### config.mk
export PLATFORM = sky130hd
export DESIGN_NAME = alu_seq_unit_flat
export DESIGN_NICKNAME = d
export VERILOG_FILES = /design/src/rtl/alu_seq_unit_if.sv /design/src/rtl/alu_seq_unit.sv /design/src/flat_wrapper.sv
export SDC_FILE = /design/constraint.sdc
export NUM_CORES = 1
export LEC_CHECK = 0
export ABC_CLOCK_PERIOD_IN_PS = 3900
export BUFFER_PORTS_ARGS = -buffer_cell sky130_fd_sc_hd__buf_2
export CORE_AREA = 2 2 219 135
export DETAILED_ROUTE_END_ITERATION = 12
export DIE_AREA = 0 0 221 137
export GPL_ROUTABILITY_DRIVEN = 1
export PLACE_DENSITY = 0.64
export SETUP_SLACK_MARGIN = 0.15
export SLEW_MARGIN = 20
export SYNTH_ARGS = -nofsm -noshare
export SYNTH_HDL_FRONTEND = slang
export SYNTH_SLANG_ARGS = --single-unit
### constraint.sdc
create_clock -name clk -period 3.9 [get_ports clk]
set_clock_uncertainty 0.1 [all_clocks]
set_input_delay 0.585 -clock clk [delete_from_list [all_inputs] [get_ports clk]]
set_output_delay 0.585 -clock clk [all_outputs]
set_load 0.01 [all_outputs]
### src/rtl/alu_seq_unit_if.sv
// alu_seq_unit_if: operand/opcode input channel and result/flag output channel
// for alu_seq_unit. The master drives operands and out_ready; the slave is the ALU.
interface alu_seq_unit_if #(
  parameter int unsigned WIDTH = 32
) ();
  logic             in_valid;
  logic             in_ready;
  logic [3:0]       op;
  logic [WIDTH-1:0] a;
  logic [WIDTH-1:0] b;
  logic             out_valid;
  logic             out_ready;
  logic [WIDTH-1:0] result;
  logic             zero;
  logic             carry;
  logic             overflow;
  logic             err;
  logic             busy;

  modport master (
    output in_valid, op, a, b, out_ready,
    input  in_ready, out_valid, result, zero, carry, overflow, err, busy
  );

  modport slave (
    input  in_valid, op, a, b, out_ready,
    output in_ready, out_valid, result, zero, carry, overflow, err, busy
  );
endinterface

### src/rtl/alu_seq_unit.sv
// alu_seq_unit: handshaked, registered ALU. Logic/arith ops complete in one cycle;
// shifts iterate one bit per cycle in a small FSM. Defining ALU_SEQ_MUL_EN adds a
// WIDTH-cycle unsigned shift-add multiplier on op 10; otherwise op 10 reports err.
module alu_seq_unit #(
  parameter int unsigned WIDTH = 32
) (
  input logic         clk,
  input logic         rst,
  alu_seq_unit_if.slave bus
);
  localparam int unsigned SHW = $clog2(WIDTH);
  localparam int unsigned CW  = SHW + 1;

  localparam logic [3:0] OP_AND  = 4'd0;
  localparam logic [3:0] OP_OR   = 4'd1;
  localparam logic [3:0] OP_XOR  = 4'd2;
  localparam logic [3:0] OP_ADD  = 4'd3;
  localparam logic [3:0] OP_SUB  = 4'd4;
  localparam logic [3:0] OP_SLT  = 4'd5;
  localparam logic [3:0] OP_SLTU = 4'd6;
  localparam logic [3:0] OP_SLL  = 4'd7;
  localparam logic [3:0] OP_SRL  = 4'd8;
  localparam logic [3:0] OP_SRA  = 4'd9;
`ifdef ALU_SEQ_MUL_EN
  localparam logic [3:0] OP_MUL  = 4'd10;

  typedef enum logic [1:0] {ST_IDLE, ST_SHIFT, ST_MUL} state_t;
`else
  typedef enum logic [1:0] {ST_IDLE, ST_SHIFT} state_t;
`endif

  state_t           state;
  logic [CW-1:0]    cnt;
  logic [WIDTH-1:0] sh_val;
  logic [3:0]       sh_op;
  logic             busy_q;

  logic             out_valid_q;
  logic [WIDTH-1:0] result_q;
  logic             zero_q;
  logic             carry_q;
  logic             overflow_q;
  logic             err_q;

  logic             in_ready;
  logic             in_fire;
  logic [SHW-1:0]   shamt;
  logic             is_shift;
  logic             shift_start;
  logic             multi_start;
  logic             last;

  logic [WIDTH:0]   sum;
  logic [WIDTH:0]   diff;
  logic [WIDTH-1:0] f_result;
  logic             f_carry;
  logic             f_ovf;
  logic             f_err;

  logic [WIDTH-1:0] sh_next;
  logic             sh_out;

  logic             load;
  logic [WIDTH-1:0] ld_result;
  logic             ld_carry;
  logic             ld_ovf;
  logic             ld_err;

`ifdef ALU_SEQ_MUL_EN
  logic [WIDTH-1:0] mc;
  logic [WIDTH-1:0] mp;
  logic [WIDTH-1:0] acc;
  logic [WIDTH-1:0] acc_next;
`endif

  // Accept only when idle and the output slot is free or draining this cycle.
  assign in_ready    = (state == ST_IDLE) && (!out_valid_q || bus.out_ready);
  assign in_fire     = bus.in_valid && in_ready;
  assign shamt       = bus.b[SHW-1:0];
  assign is_shift    = (bus.op == OP_SLL) || (bus.op == OP_SRL) || (bus.op == OP_SRA);
  assign shift_start = is_shift && (shamt != '0);
  assign last        = (cnt == CW'(1));
`ifdef ALU_SEQ_MUL_EN
  assign multi_start = shift_start || (bus.op == OP_MUL);
  assign acc_next    = mp[0] ? (acc + mc) : acc;
`else
  assign multi_start = shift_start;
`endif

  assign bus.in_ready  = in_ready;
  assign bus.out_valid = out_valid_q;
  assign bus.result    = result_q;
  assign bus.zero      = zero_q;
  assign bus.carry     = carry_q;
  assign bus.overflow  = overflow_q;
  assign bus.err       = err_q;
  assign bus.busy      = busy_q;

  // Single-cycle datapath; shift ops land here only with a zero shift amount.
  always_comb begin
    sum      = {1'b0, bus.a} + {1'b0, bus.b};
    diff     = {1'b0, bus.a} - {1'b0, bus.b};
    f_result = '0;
    f_carry  = 1'b0;
    f_ovf    = 1'b0;
    f_err    = 1'b0;
    case (bus.op)
      OP_AND:  f_result = bus.a & bus.b;
      OP_OR:   f_result = bus.a | bus.b;
      OP_XOR:  f_result = bus.a ^ bus.b;
      OP_ADD: begin
        f_result = sum[WIDTH-1:0];
        f_carry  = sum[WIDTH];
        f_ovf    = (bus.a[WIDTH-1] == bus.b[WIDTH-1]) && (sum[WIDTH-1] != bus.a[WIDTH-1]);
      end
      OP_SUB: begin
        f_result = diff[WIDTH-1:0];
        f_carry  = diff[WIDTH];
        f_ovf    = (bus.a[WIDTH-1] != bus.b[WIDTH-1]) && (diff[WIDTH-1] != bus.a[WIDTH-1]);
      end
      OP_SLT:  f_result = {{(WIDTH-1){1'b0}}, ($signed(bus.a) < $signed(bus.b))};
      OP_SLTU: f_result = {{(WIDTH-1){1'b0}}, (bus.a < bus.b)};
      OP_SLL, OP_SRL, OP_SRA: f_result = bus.a;
      default: f_err = 1'b1;
    endcase
  end

  // One-bit shift step; sh_out is the bit leaving the register this step.
  always_comb begin
    sh_next = sh_val;
    sh_out  = 1'b0;
    case (sh_op)
      OP_SLL: begin
        sh_next = {sh_val[WIDTH-2:0], 1'b0};
        sh_out  = sh_val[WIDTH-1];
      end
      OP_SRL: begin
        sh_next = {1'b0, sh_val[WIDTH-1:1]};
        sh_out  = sh_val[0];
      end
      OP_SRA: begin
        sh_next = {sh_val[WIDTH-1], sh_val[WIDTH-1:1]};
        sh_out  = sh_val[0];
      end
      default: sh_next = sh_val;
    endcase
  end

  // Select what loads into the output register and when.
  always_comb begin
    load      = 1'b0;
    ld_result = f_result;
    ld_carry  = f_carry;
    ld_ovf    = f_ovf;
    ld_err    = f_err;
    case (state)
      ST_IDLE:  load = in_fire && !multi_start;
      ST_SHIFT: begin
        load      = last;
        ld_result = sh_next;
        ld_carry  = sh_out;
        ld_ovf    = 1'b0;
        ld_err    = 1'b0;
      end
`ifdef ALU_SEQ_MUL_EN
      ST_MUL: begin
        load      = last;
        ld_result = acc_next;
        ld_carry  = 1'b0;
        ld_ovf    = 1'b0;
        ld_err    = 1'b0;
      end
`endif
      default:  load = 1'b0;
    endcase
  end

  // Control FSM with iteration counter and registered busy.
  always_ff @(posedge clk or posedge rst) begin
    if (rst) begin
      state  <= ST_IDLE;
      cnt    <= '0;
      sh_val <= '0;
      sh_op  <= '0;
      busy_q <= 1'b0;
`ifdef ALU_SEQ_MUL_EN
      mc     <= '0;
      mp     <= '0;
      acc    <= '0;
`endif
    end else begin
      case (state)
        ST_IDLE: begin
          if (in_fire && shift_start) begin
            state  <= ST_SHIFT;
            cnt    <= CW'(shamt);
            sh_val <= bus.a;
            sh_op  <= bus.op;
            busy_q <= 1'b1;
          end
`ifdef ALU_SEQ_MUL_EN
          else if (in_fire && (bus.op == OP_MUL)) begin
            state  <= ST_MUL;
            cnt    <= CW'(WIDTH);
            mc     <= bus.a;
            mp     <= bus.b;
            acc    <= '0;
            busy_q <= 1'b1;
          end
`endif
        end
        ST_SHIFT: begin
          sh_val <= sh_next;
          cnt    <= cnt - CW'(1);
          if (last) begin
            state  <= ST_IDLE;
            busy_q <= 1'b0;
          end
        end
`ifdef ALU_SEQ_MUL_EN
        ST_MUL: begin
          acc <= acc_next;
          mc  <= {mc[WIDTH-2:0], 1'b0};
          mp  <= {1'b0, mp[WIDTH-1:1]};
          cnt <= cnt - CW'(1);
          if (last) begin
            state  <= ST_IDLE;
            busy_q <= 1'b0;
          end
        end
`endif
        default: begin
          state  <= ST_IDLE;
          busy_q <= 1'b0;
        end
      endcase
    end
  end

  // Output register: load sets valid, a transfer without a fresh load clears it.
  always_ff @(posedge clk or posedge rst) begin
    if (rst) begin
      out_valid_q <= 1'b0;
      result_q    <= '0;
      zero_q      <= 1'b0;
      carry_q     <= 1'b0;
      overflow_q  <= 1'b0;
      err_q       <= 1'b0;
    end else if (load) begin
      out_valid_q <= 1'b1;
      result_q    <= ld_result;
      zero_q      <= (ld_result == '0);
      carry_q     <= ld_carry;
      overflow_q  <= ld_ovf;
      err_q       <= ld_err;
    end else if (out_valid_q && bus.out_ready) begin
      out_valid_q <= 1'b0;
    end
  end
endmodule
### src/flat_wrapper.sv
// flat-port wrapper written by rule: the top's interface ports become plain ports
module alu_seq_unit_flat 
#(
  parameter int unsigned WIDTH = 32
)
  (clk, rst, bus_in_valid, bus_op, bus_a, bus_b, bus_out_ready, bus_in_ready, bus_out_valid, bus_result, bus_zero, bus_carry, bus_overflow, bus_err, bus_busy);
  alu_seq_unit_if #(.WIDTH(WIDTH)) bus_i ();
  input logic clk;
  input logic rst;
  input wire logic [$bits(bus_i.in_valid)-1:0] bus_in_valid;
  input wire logic [$bits(bus_i.op)-1:0] bus_op;
  input wire logic [$bits(bus_i.a)-1:0] bus_a;
  input wire logic [$bits(bus_i.b)-1:0] bus_b;
  input wire logic [$bits(bus_i.out_ready)-1:0] bus_out_ready;
  output wire logic [$bits(bus_i.in_ready)-1:0] bus_in_ready;
  output wire logic [$bits(bus_i.out_valid)-1:0] bus_out_valid;
  output wire logic [$bits(bus_i.result)-1:0] bus_result;
  output wire logic [$bits(bus_i.zero)-1:0] bus_zero;
  output wire logic [$bits(bus_i.carry)-1:0] bus_carry;
  output wire logic [$bits(bus_i.overflow)-1:0] bus_overflow;
  output wire logic [$bits(bus_i.err)-1:0] bus_err;
  output wire logic [$bits(bus_i.busy)-1:0] bus_busy;
  assign bus_i.in_valid = bus_in_valid;
  assign bus_i.op = bus_op;
  assign bus_i.a = bus_a;
  assign bus_i.b = bus_b;
  assign bus_i.out_ready = bus_out_ready;
  assign bus_in_ready = bus_i.in_ready;
  assign bus_out_valid = bus_i.out_valid;
  assign bus_result = bus_i.result;
  assign bus_zero = bus_i.zero;
  assign bus_carry = bus_i.carry;
  assign bus_overflow = bus_i.overflow;
  assign bus_err = bus_i.err;
  assign bus_busy = bus_i.busy;
  alu_seq_unit #(.WIDTH(WIDTH)) u_core (.clk(clk), .rst(rst), .bus(bus_i));
endmodule
# After elaboration in Yosys (flattened, before gate mapping)
# Cells that the tools add are included.
classes:
  add_sub_neg: 3
  n_lt_le_gt_ge: 2
  n_bitwise: 3
  mux: 23
  n_eq_ne: 20
  n_reduce_logical: 25
op_table:
  columns: ["cell", "count"]
  rows:
  - ["case mux 32 bit (8 select lines)", 1]
  - ["case mux 32 bit (3 select lines)", 1]
  - ["less-than comparator 32 bit", 2]
  - ["2-to-1 mux 32 bit", 2]
  - ["case mux 32 bit (2 select lines)", 1]
  - ["adder 32 x 32 -> 33 bit", 1]
  - ["subtractor 32 x 32 -> 33 bit", 1]
  - ["AND 32 bit", 1]
  - ["zero test 32 bit", 1]
  - ["OR 32 bit", 1]
  - ["XOR 32 bit", 1]
  - ["== test 4 x 3 -> 1 bit (second input constant)", 5]
  - ["== test 4 bit (second input constant)", 4]
  - ["case mux 6 bit (2 select lines)", 1]
  - ["case mux 1 bit (2 select lines)", 5]
  - ["OR reduction 10 bit", 1]
  - ["== test 4 x 2 -> 1 bit (second input constant)", 2]
  - ["logical AND 1 bit", 8]
  - ["2-to-1 mux 1 bit", 8]
  - ["== test 6 x 1 -> 1 bit (second input constant)", 1]
  - ["2-to-1 mux 6 bit", 1]
  - ["AND reduction 2 bit", 3]
  - ["subtractor 6 x 1 -> 6 bit (second input constant)", 1]
  - ["nonzero test 5 bit", 1]
  - ["15 further kinds", 22]
totals:
  elab_cells: 87
  in_bits: 72
  output_inout_bits: 39
  regBits: 82

# Depth between registers and ports, before layout
# Gate-level depths: netlist of run 1.
logic_depth:
  depth_word: 8
  depth_mapped: 15
  depth_no_buf: 15

# Worst setup path before layout of run 1
# Ideal clock, no wire load.
synth_path:
  kind: "in2reg"
  from: "input bus_a[0]"
  to: "register u_core.zero_q (netlist: u_core.bus.zero)"
  arrival_time_ns: 3.429
  path_slack_ns: 0.250
  cell_stages: 15
  setup_time_ns: 0.121
  path_buffers: 0
  required_ns: 3.679
  path_cell_list: "inv_1 > ha_1 > inv_1 > fa_1 > nor2b_2 > o211ai_2 > a21oi_2 > or4_4 > a211o_1 > a21oi_1 > or4b_1 > nand3_2 > nor4b_2 > nand4_1 > o21ai_1"
synth_between:
  elab_chain_len: 4
  elab_cells_between_ends: 10
synth_lines:
  columns: ["item", "line", "rtl"]
  rows:
  - ["start, declared", "flat_wrapper.sv:12", "input wire logic [$bits(bus_i.a)-1:0] bus_a;"]
  - ["subtractor 32 x 32 -> 33 bit (tied with other cells)", "alu_seq_unit.sv:102", "diff = {1'b0, bus.a} - {1'b0, bus.b};"]
  - ["case mux 32 bit (8 select lines) *", "alu_seq_unit.sv:107", "case (bus.op)"]
  - ["2-to-1 mux 32 bit *", "alu_seq_unit.sv:156", "case (state)"]
  - ["zero test 32 bit *", "alu_seq_unit.sv:252", "zero_q <= (ld_result == '0);"]
  - ["end signal, assigned", "alu_seq_unit.sv:252", null]
  - ["end, declared", "alu_seq_unit.sv:40", "logic zero_q;"]
# Mark *: on every way between the ends. The rest lies on a longest branch, timed or not.
# A chain may end at the register's enable or synchronous reset.

# Worst setup path after layout of run 1
layout_path:
  from: "input bus_a[4]"
  to: "register u_core.zero_q (netlist: u_core.bus.zero)"
# The elaborated chain is that of the path after synthesis.

==> run_results.csv, run 1 <==
group,metric,value,unit
run_status,status,"finished, final reports clean",
critical_path,r2r_cells,12,
global_routing,grt_pass1_wl,71.75,mm
sta,fmax,0.2730,GHz
logic_synthesis,synth_compound_area_share,33.26,%
clock_tree,cts.path.max_buffers,2,
die,core_area,0.02829,sq mm
sta,worst_slack,236.7,ps
critical_path,cp_data_required_time,4090,ps
critical_path,r2r_end,"u_core.bus.zero",
flow_run,drv_cap,0,
final_layout,finalNonFillerCells,2137,
clock_tree,insertion_delay,360,ps
placement,hpwl,38.33,mm
critical_path,cp.arrival,3850,ps
sta,maxSlewViolCount,0,
pwr,internal_power,3303,uW
sta,timing_hold_violations_final,0,
placement,dp_slack,-368.9,ps
pwr,powerDensity,437.6,mW/mm^2
routing,ant_nets,0,
pwr,p_leak,0.006546,uW
routing,viasPerCell,6.077,
sta,finalSetupViolations,0,
clock_tree,cts_tree,"built",
final_layout,mostFrequentLayoutCell,"buf_4",
logic_synthesis,synth_async_sr_flop_share,100.0,%
global_routing,grt_pass1_vias,11908,
global_routing,grtUsageTotal,30.73,%
global_routing,grt_max_degree,46,
logic_synthesis,synth_top_area_share,18.91,%
critical_path,cp_max_fo,7,
sta,tns,0,ps
placement,dp.cells,2119,
placement,portBuffers,110,
global_routing,antenna_found_initial,0,
logic_synthesis,ys_types,101,
routing,first_pass_iters,7,
die,die_w,221,um
final_layout,fill_cells,2802,
final_layout,nets,1933,
logic_synthesis,synthMuxAreaShare,2.848,%
routing,drc,0,
logic_synthesis,yosys.area.top_type,"dfrtp_1",
critical_path,slowest_stage,"ha_1",
hold_path,hp-class,"in -> async",
sta,fin_crit_sh,93.93,%
sta,slew_headroom,36.66,%
clock_tree,clock-sinks,80,
final_layout,drive_gt1_share,28.38,%
routing,vias,12986,
logic_synthesis,ys_ff_latch,80,
routing,drt_iter0_markers,1645,
critical_path,worstPathCellList,"buf_2 -> inv_1 -> ha_1 -> o211ai_1 -> o21ai_4 -> buf_4 -> o2bb2ai_1 -> a221o_1 -> o21ai_0 -> nand4_1 -> nor4_2 -> buf_4 -> nand4_1 -> nor3_2 -> nand4_1 -> o21ai_1",
critical_path,r2r-start,"u_core.sh_op[1]",
logic_synthesis,yosysWarnings,0,
sta,rsz0062_at_grt,"no",
logic_synthesis,seq_area_frac_synth,18.91,%
logic_synthesis,ys.flop_type,"dfrtp_1",
clock_tree,numCtsBuffers,9,
final_layout,antenna-diode-count,0,
logic_synthesis,syn-num-nets,1614,
critical_path,critical-path-max-stage-delay,420,ps
routing,routed_wl,47.59,mm
critical_path,cp-start-kind,"input pin",
sta,finalCriticalPeriod,3663,ps
critical_path,path_common_cell,"nand4_1",
logic_synthesis,syn_inst,1439,
logic_synthesis,syn_area_per_cell,7.357,sq um
placement,gp_congestion,1.026,
logic_synthesis,synth_simple_gate_area_share,22.37,%
logic_synthesis,synth_xor_area_share,1.406,%
pwr,ir_worst_vdd,304.8,uV
clock_tree,h-tree-depth,3,
critical_path,end_kind,"flop",
sta,tightest_slew,941.4,ps
logic_synthesis,synth_fa_ha_area_share,12.32,%
logic_synthesis,synth_top_family_by_area,"compound AO/OA/AOI/OAI gates",
logic_synthesis,synthTopCellsByArea,"dfrtp_1, ha_1, a21oi_1",
die,initial_core_util,37.42,%
pwr,sw_frac_of_total,46.14,%
clock_tree,path_clk_slew,60,ps
critical_path,crit_type,"in -> reg",
die,die_h,137,um
pwr,p_comb_share,60.0,%
logic_synthesis,synthesis.area,0.01059,sq mm
routing,wl_per_cell,22.27,um
final_layout,mostFrequentLayoutCells,"buf_4, nand2_1, nor2_1, a21oi_1",
logic_synthesis,synth_edf_count,0,
die,ios,111,
critical_path,regToRegSetupSlack,430,ps
final_layout,syn2layout_area_growth,32.35,%
die,rows,48,
clock_tree,cts_root_buf,"clkbuf_16",
global_routing,grt-ovfl-total,0,
pwr,clkPwrFrac,15.5,%
die,die_area,0.03028,sq mm
pwr,switchingPower,2829,uW
pwr,p_seq_share,24.5,%
==> state kept, by name, summed over array words and instances (netlist names) <==
signal	cells
u_core.bus.carry	1
u_core.bus.err	1
u_core.bus.out_valid	1
u_core.bus.overflow	1
u_core.bus.result	32
u_core.bus.zero	1
u_core.cnt	6
u_core.sh_op	4
u_core.sh_val	32
u_core.state	1
==> power groups by stage <==
stage / registers (uW) / logic [uW] / clock network, uW
2_1_floorplan: 1510 / 1920 / 0
3_3_place_gp: 1490 / 3450 / 0
3_5_place_dp: 1500 / 3490 / 0
4_1_cts: 1490 / 3530 / 959
5_1_grt: 1540 / 3990 / 996
6_report: 1500 / 3680 / 948
==> kinds of logic after synthesis <==
group,after synthesis
AO/OA/AOI/OAI,513
AND/OR/NAND/NOR,481
buffers and inverters,215
adder cells (fa/ha/maj),103
flip-flops,80
multiplexers,30
XOR/XNOR,17
==> synth_stat cells, types with 14 or more instances <==
| cell | count |
|---|---|
| a22oi_1 | 31 |
| nor3_1 | 45 |
| o211ai_1 | 19 |
| inv_1 | 113 |
| buf_2 | 21 |
| nor2_1 | 128 |
| mux2i_1 | 29 |
| a221oi_1 | 20 |
| o22ai_1 | 22 |
| nand2_1 | 135 |
| nor4_1 | 22 |
| o21bai_1 | 17 |
| dfrtp_1 | 80 |
| ha_1 | 101 |
| nand4_1 | 24 |
| nand3_1 | 29 |
| o31ai_1 | 16 |
| a31oi_1 | 30 |
| xnor2_1 | 14 |
| a21oi_1 | 122 |
| o21ai_0 | 83 |
| nor2b_1 | 15 |
| clkbuf_1 | 60 |
==> cell type report <==
class | count | area (sq um) | share of cell area (%)
clock buffers | 12 | 256.5 | 1.831
inverters | 113 | 425.4 | 3.036
repair buffers | 410 | 2890 | 20.63
clock inverters | 3 | 65.06 | 0.4644
well taps | 375 | 469.2 | 3.349
flip-flops and latches | 80 | 2002 | 14.29
multi-input cells | 1144 | 7903 | 56.40
==> routing by layer <==
layer	up-vias	track usage [%]	routed length, um
met1	6194	45.90	22200
li1	5965	-	-
met2	766	43.96	18960
met3	61	7.857	5487
met5	-	0	0
met4	0	6.115	947
==> worst max path at each step <==
| stage | slack [ps] | endpoint | from | cells after the start |
|---|---|---|---|---|
| after CTS | 150 | u_core.bus.zero | bus_a[0] | 17 |
| final | 240 | u_core.bus.zero | bus_a[4] | 16 |
| after floorplan | 250 | u_core.bus.zero | bus_a[0] | 15 |
| after global placement | -320 | u_core.bus.zero | bus_b[5] | 16 |
| after global routing | 130 | u_core.bus.zero | bus_a[2] | 16 |
| after detailed placement | -370 | u_core.bus.zero | bus_b[5] | 16 |
==> critical path, delay by kind of cell <==
kind,cells,cell delay [ps]
AOI/OAI and AO/OA,6,1400
adders and majority gates,1,420
buffers and inverters,4,470
and+or+nand+nor,5,950
==> through the flow <==
step,utilization (%),total power [uW],instance area [sq um],hold WS [ps]
2_1_floorplan,-,3427,10590,347.4
3_5_place_dp,47.55,4990,13450,357.3
4_1_cts,48.81,5980,13810,275.3
3_3_place_gp,47.55,4942,13450,351.9
5_1_grt,49.53,6524,14010,312.5
6_report,49.53,6132,14010,245.9
==> repair_timing <==
item                       in CTS  in global routing
setup endpoints to repair       2                  5
gates resized for setup         8                 37
hold buffers                    0                  0
pin swaps                       8                 19
buffers inserted                0                  3
No activity file was read; power rests on OpenSTA's default activity.
==> inputs of run 2 (changes only) <==
BUFFER_PORTS_ARGS = not set   (was -buffer_cell sky130_fd_sc_hd__buf_2)
DONT_BUFFER_PORTS = 1   (was not set)
GPL_TIMING_DRIVEN = 0   (was not set)
PLACE_DENSITY = 0.61   (was 0.64)
==> run_results.csv, run 2 (synthesis gave the netlist of run 1 again) <==
group,metric,value,unit
hold_path,hp-class,"in -> async",
die,die_w,221,um
critical_path,cp_max_fo,4,
final_layout,drive_gt1_share,12.71,%
critical_path,r2r_end,"u_core.bus.zero",
final_layout,fill_cells,2943,
clock_tree,cts_tree,"built",
critical_path,cp_data_required_time,4090,ps
global_routing,grt-ovfl-total,0,
routing,routed_wl,52.47,mm
global_routing,grt_max_degree,47,
flow_run,drv_cap,0,
final_layout,multiInputGateArea,0.008090,sq mm
critical_path,crit_type,"in -> reg",
routing,viasPerCell,6.773,
final_layout,mostFrequentLayoutCell,"nand2_1",
sta,maxSlewViolCount,0,
critical_path,cp.arrival,3940,ps
routing,drc,0,
run_status,status,"finished, final reports clean",
routing,drt_iter0_markers,2127,
sta,finalCriticalPeriod,3751,ps
sta,fin_crit_sh,96.18,%
final_layout,mostFrequentLayoutCells,"nand2_1, nor2_1, a21oi_1, inv_1, ha_1",
clock_tree,cts_root_buf,"clkbuf_16",
sta,slew_headroom,31.67,%
critical_path,end_kind,"flop",
final_layout,nets,1641,
critical_path,cp-start-kind,"input pin",
final_layout,syn2layout_area_growth,13.38,%
die,die_h,137,um
global_routing,grt_pass1_wl,76.33,mm
clock_tree,cts.path.max_buffers,2,
die,core_area,0.02829,sq mm
clock_tree,numCtsBuffers,9,
placement,hpwl,41.37,mm
placement,dp.cells,1815,
pwr,p_leak,0.005037,uW
global_routing,grt-busiest-layer,"met1",
placement,gp_congestion,0.9941,
global_routing,grt_pass1_vias,11304,
critical_path,regToRegSetupSlack,300,ps
critical_path,r2r-start,"u_core.sh_op[3]",
sta,timing_hold_violations_final,0,
routing,ant_nets,0,
critical_path,r2r_cells,14,
pwr,powerDensity,468.0,mW/mm^2
routing,wl_per_cell,28.42,um
global_routing,gr-usage-met2,45.09,%
clock_tree,h-tree-depth,3,
routing,first_pass_iters,8,
global_routing,antenna_found_initial,1,
global_routing,grtUsageTotal,33.85,%
sta,worst_slack,148.8,ps
placement,dp_slack,-874.1,ps
global_routing,met3_usage,9.918,%
final_layout,seqCellArea,0.002002,sq mm
die,die_area,0.03028,sq mm
die,ios,111,
sta,finalSetupViolations,0,
sta,fmax,0.2666,GHz
die,rows,48,
die,initial_core_util,37.42,%
routing,vias,12503,
clock_tree,path_clk_slew,60,ps
sta,rsz0062_at_grt,"no",
placement,portBuffers,0,
final_layout,antenna-diode-count,0,
global_routing,grt_util_met1,50.71,%
pwr,ir_worst_vdd,287.2,uV
sta,tightest_slew,1009,ps
clock_tree,insertion_delay,360,ps
sta,tns,0,ps
clock_tree,clock-sinks,80,
final_layout,finalNonFillerCells,1846,
run 2: cell count changes in the layout (fill, tap and decap cells not counted), sizes merged:
cell	delta
clkinvlp	+3
bufinv	-2
buf	-366
clkdlybuf4s15	+1
clkbuf	+73
run 2: worst max-delay path, stage by stage:
cell and delay, ps:
clkinvlp_4 70, ha_4 150, inv_1 70, fa_2 410, nor2b_4 170, o211ai_4 270, a21oi_2 140, or4_4 550
a211o_4 400, xnor2_1 160, a222oi_1 290, o21ai_1 200, a21oi_2 210, nand4_1 110, o21ai_1 150
run 2: routing by layer:
metal	wire, um	share of wire [%]
met1	23200	44
met2	19990	38
met3	7536	14
met4	1738	3.3
met5	0	0
run 2: through the flow:
| stage | power, uW | hold WS (ps) | util, % | instance area (sq um) |
|---|---|---|---|---|
| floorplan | 3427 | 347.4 | - | 10590 |
| global placement | 4424 | 371.5 | 39.08 | 11060 |
| detailed placement | 4459 | 380.1 | 39.23 | 11100 |
| CTS | 5375 | 40.14 | 41.04 | 11610 |
| global route | 5904 | 59.19 | 42.43 | 12000 |
| finish | 5618 | 28.90 | 42.43 | 12000 |
run 2: worst max path at each step:
stage	startpoint	end	slack, ps
after floorplan	bus_a[0]	u_core.bus.zero	250
after global placement	bus_op[0]	u_core.bus.zero	-820
after detailed placement	bus_op[0]	u_core.bus.zero	-870
after CTS	u_core.state[0]	u_core.bus.zero	150
after global routing	bus_a[8]	u_core.bus.zero	140
final	bus_a[0]	u_core.bus.zero	150
run 2: layout make-up:
| type | count | share of cell area [%] |
|---|---|---|
| Multi-Input combinational cell | 1144 | 67.40 |
| Timing Repair Buffer | 16 | 1.168 |
| Clock buffer | 12 | 2.137 |
| Buffer | 102 | 4.879 |
| Tap cell | 375 | 3.909 |
| Sequential cell | 80 | 16.68 |
| Inverter | 113 | 3.586 |
| Clock inverter | 4 | 0.2398 |
run 2: repair_timing:
action,in CTS,in global routing
hold buffers,0,0
buffers inserted,4,11
setup endpoints to repair,14,5
gates resized for setup,49,96
pin swaps,8,24
run 2: power by group:
part / switching (uW) / internal [uW] / total [uW]
combinational: 2080 / 1050 / 3130
clock: 373 / 466 / 839
sequential: 461 / 1190 / 1650
